**src/rtl/match_controller.sv**
```systemverilog
// Best-of-N round/match sequencer for the fighting game: intro countdown,
// round clock, result hold and match decision.
// Ports: clk, reset (sync, active-high), start_btn (level), finish[1:0],
//   p1_health[3:0], p2_health[3:0] in; game_rst_l, phase[2:0],
//   timer_sec[6:0], round_num[2:0], p1_wins[1:0], p2_wins[1:0],
//   round_result[1:0], match_winner[1:0] out. All outputs registered.
module match_controller #(
  parameter int TICKS_PER_SEC  = 100_000_000,
  parameter int INTRO_SECONDS  = 3,
  parameter int ROUND_SECONDS  = 99,
  parameter int RESULT_SECONDS = 3,
  parameter int WINS_NEEDED    = 2,
  parameter int MAX_ROUNDS     = 5
) (
  input  logic       clk,
  input  logic       reset,
  input  logic       start_btn,
  input  logic [1:0] finish,
  input  logic [3:0] p1_health,
  input  logic [3:0] p2_health,
  output logic       game_rst_l,
  output logic [2:0] phase,
  output logic [6:0] timer_sec,
  output logic [2:0] round_num,
  output logic [1:0] p1_wins,
  output logic [1:0] p2_wins,
  output logic [1:0] round_result,
  output logic [1:0] match_winner
);

  typedef enum logic [2:0] {
    IDLE       = 3'd0,
    INTRO      = 3'd1,
    FIGHT      = 3'd2,
    ROUND_END  = 3'd3,
    MATCH_OVER = 3'd4
  } phase_t;

  localparam int PW =
    (TICKS_PER_SEC > 1) ? $clog2(TICKS_PER_SEC) : 1;
  localparam logic [PW-1:0] PMAX = PW'(TICKS_PER_SEC - 1);
  localparam logic [6:0] INTRO_T  = 7'(INTRO_SECONDS);
  localparam logic [6:0] ROUND_T  = 7'(ROUND_SECONDS);
  localparam logic [6:0] RESULT_T = 7'(RESULT_SECONDS);
  localparam logic [1:0] WN = 2'(WINS_NEEDED);
  localparam logic [2:0] MR = 3'(MAX_ROUNDS);

  phase_t        state;
  logic [PW-1:0] presc;
  logic          start_q;
  logic          tick;
  logic          last_sec;
  logic          start_rise;
  logic          ko;
  logic [1:0]    res;

  assign phase      = state;
  assign tick       = (presc == PMAX);
  assign last_sec   = tick && (timer_sec == 7'd1);
  assign start_rise = start_btn && !start_q;
  assign ko         = (finish == 2'b01) || (finish == 2'b11);

  // A knockout always outranks the clock; on timeout health decides.
  always_comb begin
    res = 2'b11;
    if (finish == 2'b01)
      res = 2'b01;
    else if (finish == 2'b11)
      res = 2'b10;
    else if (p1_health > p2_health)
      res = 2'b01;
    else if (p2_health > p1_health)
      res = 2'b10;
  end

  always_ff @(posedge clk) begin
    if (reset) begin
      state        <= IDLE;
      presc        <= '0;
      start_q      <= 1'b1;
      game_rst_l   <= 1'b0;
      timer_sec    <= '0;
      round_num    <= '0;
      p1_wins      <= '0;
      p2_wins      <= '0;
      round_result <= '0;
      match_winner <= '0;
    end else begin
      start_q <= start_btn;
      presc   <= tick ? '0 : presc + 1'b1;
      unique case (state)
        IDLE, MATCH_OVER: begin
          if (start_rise) begin
            state        <= INTRO;
            presc        <= '0;
            round_num    <= 3'd1;
            p1_wins      <= '0;
            p2_wins      <= '0;
            round_result <= '0;
            match_winner <= '0;
            timer_sec    <= INTRO_T;
            game_rst_l   <= 1'b0;
          end
        end
        INTRO: begin
          if (last_sec) begin
            state      <= FIGHT;
            presc      <= '0;
            timer_sec  <= ROUND_T;
            game_rst_l <= 1'b1;
          end else if (tick) begin
            timer_sec <= timer_sec - 1'b1;
          end
        end
        FIGHT: begin
          if (ko || last_sec) begin
            state        <= ROUND_END;
            presc        <= '0;
            round_result <= res;
            timer_sec    <= RESULT_T;
            if (res == 2'b01 && p1_wins != WN)
              p1_wins <= p1_wins + 1'b1;
            if (res == 2'b10 && p2_wins != WN)
              p2_wins <= p2_wins + 1'b1;
          end else if (tick) begin
            timer_sec <= timer_sec - 1'b1;
          end
        end
        ROUND_END: begin
          if (last_sec) begin
            presc <= '0;
            if (p1_wins == WN || p2_wins == WN) begin
              state        <= MATCH_OVER;
              timer_sec    <= '0;
              match_winner <= (p1_wins == WN) ? 2'b01 : 2'b10;
            end else if (round_num == MR) begin
              state     <= MATCH_OVER;
              timer_sec <= '0;
              if (p1_wins > p2_wins)
                match_winner <= 2'b01;
              else if (p2_wins > p1_wins)
                match_winner <= 2'b10;
              else
                match_winner <= 2'b11;
            end else begin
              state        <= INTRO;
              round_num    <= round_num + 1'b1;
              round_result <= '0;
              game_rst_l   <= 1'b0;
              timer_sec    <= INTRO_T;
            end
          end else if (tick) begin
            timer_sec <= timer_sec - 1'b1;
          end
        end
        default: state <= IDLE;
      endcase
    end
  end

endmodule

```
**config.mk**
```make
export PLATFORM = sky130hd
export DESIGN_NAME = match_controller
export DESIGN_NICKNAME = d
export VERILOG_FILES = /design/src/rtl/match_controller.sv
export SDC_FILE = /design/constraint.sdc
export NUM_CORES = 1
export LEC_CHECK = 0
export ABC_AREA = 0
export CORE_UTILIZATION = 50
export CTS_CLUSTER_DIAMETER = 200
export CTS_CLUSTER_SIZE = 25
export DETAILED_ROUTE_END_ITERATION = 6
export PLACE_DENSITY = 0.76
export RECOVER_POWER = 50
export SYNTH_ARGS = -nofsm -noshare
export SYNTH_HDL_FRONTEND = slang
export SYNTH_SLANG_ARGS = --single-unit
```
**constraint.sdc**
```tcl
create_clock -name clk -period 2.4 [get_ports clk]
set_input_delay 0.36 -clock clk [delete_from_list [all_inputs] [get_ports clk]]
set_output_delay 0.36 -clock clk [all_outputs]
set_load 0.01 [all_outputs]
```
==> results.md, run 1 <==
* Chip Height at 75.4 um
* Crit share post-route at 94.4%
* Critical path endpoint category: flip-flop
* WP data required at 2.64 ns
* Hold Startpoint: game_rst_l
* CP top delay family: simple AND/OR/NAND/NOR gates
* Synth Area per Inst at 8.18 sq um
* Async S/R FF share, synth at 0%
* CTS buffer count at 5
* Vias per inst at 5.57
* Worst r2r path cells at 7
* Final ANT Viol Nets at 0
* Dpl cells at 444
* Max Slew Vio Count at 0
* Largest net degree at the start of global routing at 28
* CP max stage delay at 0.57 ns
* Commonest non-fill, non-tap cell in the layout: nor2_1
* Die ar. at 5680 sq um
* Setup violators final at 0
* I/O pin total at 35
* First-pass GRT wire length at 10200 um
* Fin util at 65.2%
* Initial antenna violation count at 0
* Clk buf depth at 2
* Cell count after synthesis at 329
* Worst vdd ir at 0.291 mV
* Fill count at 488
* Arr. time, crit path at 2.51 ns
* Most frequent cells in the layout: nor2_1 (51), dfxtp_1 (50), nand2_1 (28)
* Placement Cell Area at 3240 sq um
* Hold Crit Depth at 2
* Placer Congestion at 0.894
* Synthesized area at 2690 sq um
* DR iter-0 viols at 191
* Max Clock Freq at 0.441 GHz
* EDFF count, synth at 0
* Sequential share of the synthesized area at 37.2%
* Final WL at 6110 um
* Tot Pwr at 1.56 mW
* Post-route insts no fill at 452
* Synth Register Bits at 50
* Nets@finish at 407
* DP HPWL at 4600 um
* CP Launch Point: presc[1]
* Kind of start point of the critical path: flip-flop
* Clock Skew at 0.00390 ns
* DIE WIDTH at 75.4 um
* Final count of hold timing violations at 0
* Yosys warning total at 0
* Syn-to-layout area delta at 24.6%
* H-tree depth at 2
* Root buffer cell: clkbuf_8
* Setup WS pre-CTS at -0.118 ns
* Setup CP Type: flip-flop to flip-flop
* Hold Buf Count CTS at 0
* Total congestion overflow at 0
* Rel. slew slack at 61.3%
* Worst min path class: flip-flop to flip-flop
* Buf+Inv Stages, Crit Path at 0
* Inserted Diodes at 0
* Share of cells above drive strength 1 at 9.95%
* Leakage power at 1.38 nW
* Final instance area at 3350 sq um
* Slew @ Worst Pin at 0.575 ns
* Min Hold Slack at 0.471 ns
* Leading register cell type out of synthesis: dfxtp_1
* Port Buffers at 34
* Unrepaired setup endpoints after global routing: no
* Worst-path clk slew at 0.09 ns
* Final TNS setup at 0 ns
* Core ar. at 5140 sq um
* CTS tree: yes
* Vias in the first global route at 2296
* CTS Sinks at 50
* Slowest cell on crit path: or4_1
* Overall global routing resource usage at 23.3%
* Outcome: finished, final reports clean
* Net Count, Synth at 355
* PD cells at 467 nW/um^2
* Critical path depth at 7
* Post-CTS Setup Inserts at 0
* Starting Density at 52.3%
* Resized cells post-CTS at 0
* PnR worst setup slack at 0.135 ns
* Skew-Pair Late Insertion Delay at 0.31 ns
* Crit-path cells: ha_1 -> and3_2 -> nand4_4 -> or4_1 -> a211o_1 -> or3_1 -> a21oi_1
* Worst r2r src: presc[1]
* Cell variety after synth at 45
* First-pass DRT Iterations at 6
* Per-cell routed wire length at 13.5 um
* CP Max Fanout at 4
* Vias at 2517
* Standard-cell rows at 26
* Max cap viols at 0
* DRC viols at 0
* Min Tclk post-route at 2.27 ns
[final cells by class]
class	instances	area, sq um	share of cell area [%]
clock buffer	6	82.6	2.46
clock inverter	2	16.3	0.485
timing repair buffer	55	503	15.0
tap	70	87.6	2.61
multi-input combinational	255	1610	48.0
inverter	14	52.6	1.57
sequential	50	1000	29.9
[cell families (layout without fill, tap and decap cells)]
family	count (synthesis)	after routing	share of synthesized area, %
adder cells (fa/ha/maj)	13	13	6.05
flip-flops	50	50	37.2
buffers and inverters	24	77	3.58
AO/OA/AOI/OAI	49	49	11.9
XOR/XNOR	26	26	8.47
AND/OR/NAND/NOR	163	163	31.3
multiplexers	4	4	1.49
[routing by layer]
metal | up-vias | wire length (um) | global-route usage [%]
li1 | 1263 | - | -
met1 | 1177 | 2930 | 31.8
met2 | 71 | 2850 | 37.7
met3 | 6 | 277 | 3.17
met4 | 0 | 56 | 8.64
met5 | - | 0 | 0
[where the power goes]
| group | internal, mW | switching (mW) |
|---|---|---|
| combinational | 0.0829 | 0.0947 |
| clock | 0.238 | 0.300 |
| sequential | 0.839 | 0.00909 |
[synth_stat cells (all sizes together) (4+ instances only)]
| master | instances | area share (%) |
|---|---|---|
| and3 | 4 | 0.93 |
| xor2 | 19 | 6.2 |
| dfxtp | 50 | 37 |
| nand4 | 7 | 2.2 |
| inv | 14 | 2.0 |
| nor2b | 6 | 1.4 |
| and4 | 4 | 1.3 |
| nand2 | 28 | 3.9 |
| a21oi | 13 | 2.4 |
| nor4 | 5 | 1.4 |
| a31oi | 4 | 0.93 |
| nand3 | 21 | 3.9 |
| nand3b | 4 | 1.1 |
| nand2b | 5 | 1.2 |
| xnor2 | 7 | 2.3 |
| and2 | 5 | 1.2 |
| nor2 | 51 | 7.1 |
| ha | 13 | 6.0 |
| clkbuf | 7 | 0.98 |
| mux2i | 4 | 1.5 |
| or3 | 5 | 1.2 |
| nor3 | 7 | 1.3 |
| o21ai | 10 | 1.9 |
[worst min-delay path, cell delays in order, from the launching register on]
cell	delay [ns]
dfxtp_1	0.33
nand3_1	0.07
nand2_1	0.04
[final timing paths]
check | to | slack (ns)
max | p1_wins[1] | 0.13
min | game_rst_l | 0.47
max reg2reg | p1_wins[1] | 0.13
min reg2reg | game_rst_l | 0.47
[sequential cells by signal (all words and copies together), names as in the netlist]
signal and flops:
phase 3, round_result 2, timer_sec 7, round_num 3
p1_wins 2, presc 27, game_rst_l 1, p2_wins 2
start_q 1, match_winner 2
No activity file was read; power rests on OpenSTA's default activity.
==> run 2: changes to the inputs <==
- CORE_UTILIZATION: 50 -> 57
- CTS_BUF_LIST: not set -> sky130_fd_sc_hd__clkbuf_16
- DONT_BUFFER_PORTS: not set -> 1
- PLACE_DENSITY: 0.76 -> 0.75
==> results.md, run 2 (same netlist as run 1, synthesis figures left out) <==
* Min Tclk post-route at 2.27 ns
* First-pass DRT Iterations at 6
* First-pass GRT wire length at 9780 um
* DP HPWL at 4220 um
* Nets@finish at 371
* DR iter-0 viols at 188
* DRC viols at 8
* Most frequent cells in the layout: nor2_1 (51), dfxtp_1 (50), nand2_1 (28)
* Crit-path cells: ha_1 -> and3_4 -> nand4_4 -> or4_1 -> a211o_1 -> or3_1 -> a21oi_1
* Rel. slew slack at 61.7%
* Worst r2r path cells at 7
* CP max stage delay at 0.57 ns
* CTS Sinks at 50
* Fill count at 383
* Starting Density at 60.5%
* Critical path depth at 7
* Largest regs: presc (27), timer_sec (7)
* Leakage power at 1.18 nW
* Failing checks: DRC
* Buf+Inv Stages, Crit Path at 0
* Clock Skew at 0.00252 ns
* Final TNS setup at 0 ns
* Crit share post-route at 94.7%
* Fin util at 67.7%
* Hold Buf Count CTS at 0
* I/O pin total at 35
* Max Clock Freq at 0.440 GHz
* Setup violators final at 0
* Arr. time, crit path at 2.50 ns
* Final count of hold timing violations at 0
* DIE WIDTH at 70.7 um
* Hold Crit Depth at 1
* Overall global routing resource usage at 24.4%
* CTS tree: yes
* Syn-to-layout area delta at 11.8%
* Skew-Pair Late Insertion Delay at 0.29 ns
* WP data required at 2.62 ns
* Max FFs per register at 27
* Die ar. at 5000 sq um
* Share of cells above drive strength 1 at 7.51%
* Placer Congestion at 0.844
* Chip Height at 70.7 um
* CP top delay family: simple AND/OR/NAND/NOR gates
* Slew @ Worst Pin at 0.568 ns
* Commonest non-fill, non-tap cell in the layout: nor2_1
* Initial antenna violation count at 0
* Critical path endpoint category: flip-flop
* Outcome: finished with violations
* Unrepaired setup endpoints after global routing: no
* Total congestion overflow at 0
* Max Slew Vio Count at 0
* Slowest cell on crit path: or4_1
* Core ar. at 4440 sq um
* Standard-cell rows at 24
* Vias in the first global route at 2228
* PD cells at 589 nW/um^2
* Resized cells post-CTS at 0
* CTS buffer count at 5
* Kind of start point of the critical path: flip-flop
* Clk buf depth at 2
* Root buffer cell: clkbuf_16
* Largest net degree at the start of global routing at 28
* Setup CP Type: flip-flop to flip-flop
* Inserted Diodes at 0
* Final WL at 5690 um
* H-tree depth at 2
* Final ANT Viol Nets at 0
* Max cap viols at 0
* Per-cell routed wire length at 14.3 um
* Register with the most flip-flops: presc
* Worst vdd ir at 0.398 mV
* Vias at 2341
* CP Max Fanout at 4
* Port Buffers at 0
* Worst min path class: primary input to flip-flop
* Vias per inst at 5.88
* Post-CTS Setup Inserts at 0
* Worst-path clk slew at 0.06 ns
run 2: cell types whose count changed in the layout (fill, tap and decap cells not counted), sizes merged:
| cell | previous run | this run |
|---|---|---|
| clkdlybuf4s50 | 11 | 0 |
| clkbuf | 8 | 14 |
| dlygate4sd3 | 23 | 0 |
| buf | 19 | 10 |
| bufinv | 0 | 1 |
run 2: worst register-to-register path, cell delays in order, from the launching register on:
cell,delay [ns]
dfxtp_1,0.36
ha_1,0.19
and3_4,0.21
nand4_4,0.12
or4_1,0.57
a211o_1,0.31
or3_1,0.31
a21oi_1,0.14
run 2: through the flow:
| stage | std cells | cell area, sq um | worst slack, ns | power (mW) | hold slack (ns) |
|---|---|---|---|---|---|
| 3_5_place_dp | 390 | 2870 | 0.110 | 1.00 | 0.433 |
| 2_1_floorplan | 329 | 2690 | 0.0606 | 0.966 | 0.426 |
| 3_3_place_gp | 390 | 2870 | 0.153 | 0.998 | 0.432 |
| 6_report | 398 | 3010 | 0.126 | 1.77 | 0.134 |
| 4_1_cts | 398 | 3030 | 0.0925 | 1.79 | 0.129 |
| 5_1_grt | 398 | 3010 | 0.0106 | 1.84 | 0.126 |
run 2: cell type report:
type / instances / area [sq um] / area share, %
sequential: 50 / 1000 / 33.3
clock buffer: 5 / 125 / 4.16
timing repair buffer: 19 / 121 / 4.03
clock inverter: 3 / 41.3 / 1.37
tap: 52 / 65.1 / 2.16
inverter: 14 / 52.6 / 1.75
multi-input combinational: 255 / 1600 / 53.2
run 2: metal layers:
layer	GRT usage, %	part of all wire (%)
met5	0	0
met1	28.9	45
met4	9.56	1.3
met2	42.5	49
met3	5.84	4.2
run 2: path summary, 6_finish.rpt:
kind	from	endpoint	slack, ns
worst min-delay path	reset	p1_wins[1]	0.13
worst min register to register	presc[0]	presc[0]	0.46
worst max register to register	presc[0]	p1_wins[1]	0.13
worst max-delay path	presc[0]	p1_wins[1]	0.13
run 2: power breakdown:
| group | internal, mW | total [mW] | switching, mW |
|---|---|---|---|
| combinational | 0.0523 | 0.131 | 0.0784 |
| sequential | 0.840 | 0.850 | 0.0105 |
| clock | 0.488 | 0.790 | 0.302 |
==> run 3: changes to the inputs <==
- ABC_AREA: 0 -> 1
- CORE_UTILIZATION: 57 -> 58
- PLACE_DENSITY: 0.75 -> 0.76
==> results.md, run 3 <==
* Outcome: finished, final reports clean
* Chip Height at 77.4 um
* Overall global routing resource usage at 25.3%
* Cell variety after synth at 33
* Slew @ Worst Pin at 0.647 ns
* Clk buf depth at 2
* Slowest cell on crit path: dfxtp_1
* Post-synth top cells: nand2_1 (110), inv_1 (79), nor2_1 (74), dfxtp_1 (50), nand3_1 (31)
* Async S/R FF share, synth at 0%
* H-tree depth at 2
* Kind of start point of the critical path: flip-flop
* Commonest non-fill, non-tap cell in the layout: nand2_1
* CTS Sinks at 50
* WP data required at 2.63 ns
* Sequential share of the synthesized area at 30.4%
* CTS tree: yes
* Final ANT Viol Nets at 0
* Crit share post-route at 89.4%
* Per-cell routed wire length at 12.3 um
* Nets@finish at 528
* Most common cell in the netlist: nand2_1
* Largest regs: presc (27), timer_sec (7)
* Setup CP Type: flip-flop to flip-flop
* CTS buffer count at 5
* Vias in the first global route at 2796
* GR peak layer: met2
* Met2 Resource Use GR at 40.2%
* Fin util at 63.5%
* Root buffer cell: clkbuf_16
* GR Util met1 at 34.9%
* Inserted Diodes at 0
* Skew-Pair Late Insertion Delay at 0.29 ns
* First-pass DRT Iterations at 5
* Port Buffers at 0
* DP HPWL at 5430 um
* Vias at 3084
* Critical path endpoint category: flip-flop
* Tot Pwr at 3.02 mW
* Area of the multi-input gates at 1920 sq um
* Post-CTS Setup Inserts at 0
* Placer Congestion at 0.882
* Resized cells post-CTS at 0
* Worst vdd ir at 0.752 mV
* I/O pin total at 35
* CP max stage delay at 0.42 ns
* DIE WIDTH at 77.4 um
* Rel. slew slack at 56.9%
* Vias per inst at 5.36
* Hold Buf Count CTS at 0
* Cell count after synthesis at 500
* Clock Skew at 0.00477 ns
* Die ar. at 5990 sq um
* Storage element area at 1000 sq um
* M3 GR Usage at 5.29%
* Most frequent cells in the layout: nand2_1 (112), inv_1 (80), nor2_1 (75)
* Max Clock Freq at 0.466 GHz
* Crit-path cells: inv_1 -> ha_1 -> nor2_1 -> o21ai_0 -> nand2_1 -> inv_1 -> a21oi_1 -> inv_1 -> nor2_2 -> nor2_1 -> nor2_1
* Max Slew Vio Count at 0
* Leakage power at 1.57 nW
* First-pass GRT wire length at 12300 um
* CP top delay family: simple AND/OR/NAND/NOR gates
* Register with the most flip-flops: presc
* Final TNS setup at 0 ns
* Min Tclk post-route at 2.15 ns
* DR iter-0 viols at 206
* Max FFs per register at 27
* Buf+Inv Stages, Crit Path at 3
* Yosys warning total at 0
* Leading register cell type out of synthesis: dfxtp_1
* Standard-cell rows at 27
* Arr. time, crit path at 2.37 ns
* Synth Area per Inst at 6.59 sq um
* Leading post-synthesis cells by cell area: dfxtp_1 (30%), nand2_1 (13%), inv_1 (9.0%)
* Largest net degree at the start of global routing at 16
* Worst min path class: primary input to flip-flop
* PD cells at 865 nW/um^2
* Fill count at 498
* Unrepaired setup endpoints after global routing: no
* Synth Register Bits at 50
* Synthesized area at 3300 sq um
* Starting Density at 59.9%
* Final WL at 7070 um
* DRC viols at 0
* Core ar. at 5510 sq um
* Cell accounting for the most synthesized area: dfxtp_1
* Share of cells above drive strength 1 at 10.3%
* Syn-to-layout area delta at 6.07%
* CP Max Fanout at 4
* Worst-path clk slew at 0.07 ns
* Final count of hold timing violations at 0
* Initial antenna violation count at 0
* Net Count, Synth at 526
* Max cap viols at 0
* Setup violators final at 0
* Total congestion overflow at 0
* EDFF count, synth at 0
* Share of the synthesized area in the top cell type at 30.4%
## run 3: cell count changes after synthesis, moves of 7 or more
cell     change
inv_1       +65
nor2_2      +13
nor2_4       +7
nand4_1     +15
nand2_2      +8
nor2_1      +23
nand3_1     +10
xor2_1       -8
nand2_1     +82
o21ai_0      +8
## run 3: per-layer routing
layer / share of wire [%] / vias to the layer above
met4: 0.93 / 0
met5: 0 / -
met3: 7.2 / 6
met1: 48 / 1379
li1: - / 1585
met2: 44 / 114
## run 3: where the power goes
part           internal, mW  switching [mW]
clock network         0.488           0.304
registers             0.929           0.141
logic                 0.368           0.794
total                  1.79            1.24
## run 3: stage by stage
step                      worst slack (ns)  hold WS, ns  cells  cell area [sq um]
after floorplan                      0.694        0.429    500               3300
after global placement               0.394        0.431    567               3350
after detailed placement             0.376        0.432    567               3350
after CTS                            0.317        0.126    575               3520
after global routing                0.0594        0.122    575               3500
final                                0.254        0.131    575               3500
## run 3: path summary, 6_finish.rpt
check	slack (ns)	depth (start not counted)	from	endpoint
max	0.25	11	p2_wins[0]	phase[0]
min	0.13	1	reset	match_winner[0]
max reg2reg	0.25	11	p2_wins[0]	phase[0]
min reg2reg	0.49	1	presc[0]	presc[0]
## run 3: cell families after synthesis
logic type / after synthesis / synth area share (%)
flops: 50 / 30.4
fa+ha+maj: 13 / 4.94
xor+xnor: 12 / 3.19
simple gates: 292 / 43.2
buf+inv: 89 / 10.8
compound gates: 44 / 7.52
## run 3: final cells by class
class | count | area share (%)
clock buffer | 5 | 3.58
clock inverter | 3 | 1.18
inverter | 83 | 8.98
multi-input combinational | 361 | 54.9
sequential | 50 | 28.6
tap | 72 | 2.58
timing repair buffer | 1 | 0.107
## run 3: worst reg2reg max path: cells and delay by family (launching register included)
kind / cells / cell delay (ns)
AOI/OAI and AO/OA: 2 / 0.46
and+or+nand+nor: 5 / 0.69
adders and majority gates: 1 / 0.23
buffers and inverters: 3 / 0.29
DFF: 1 / 0.42
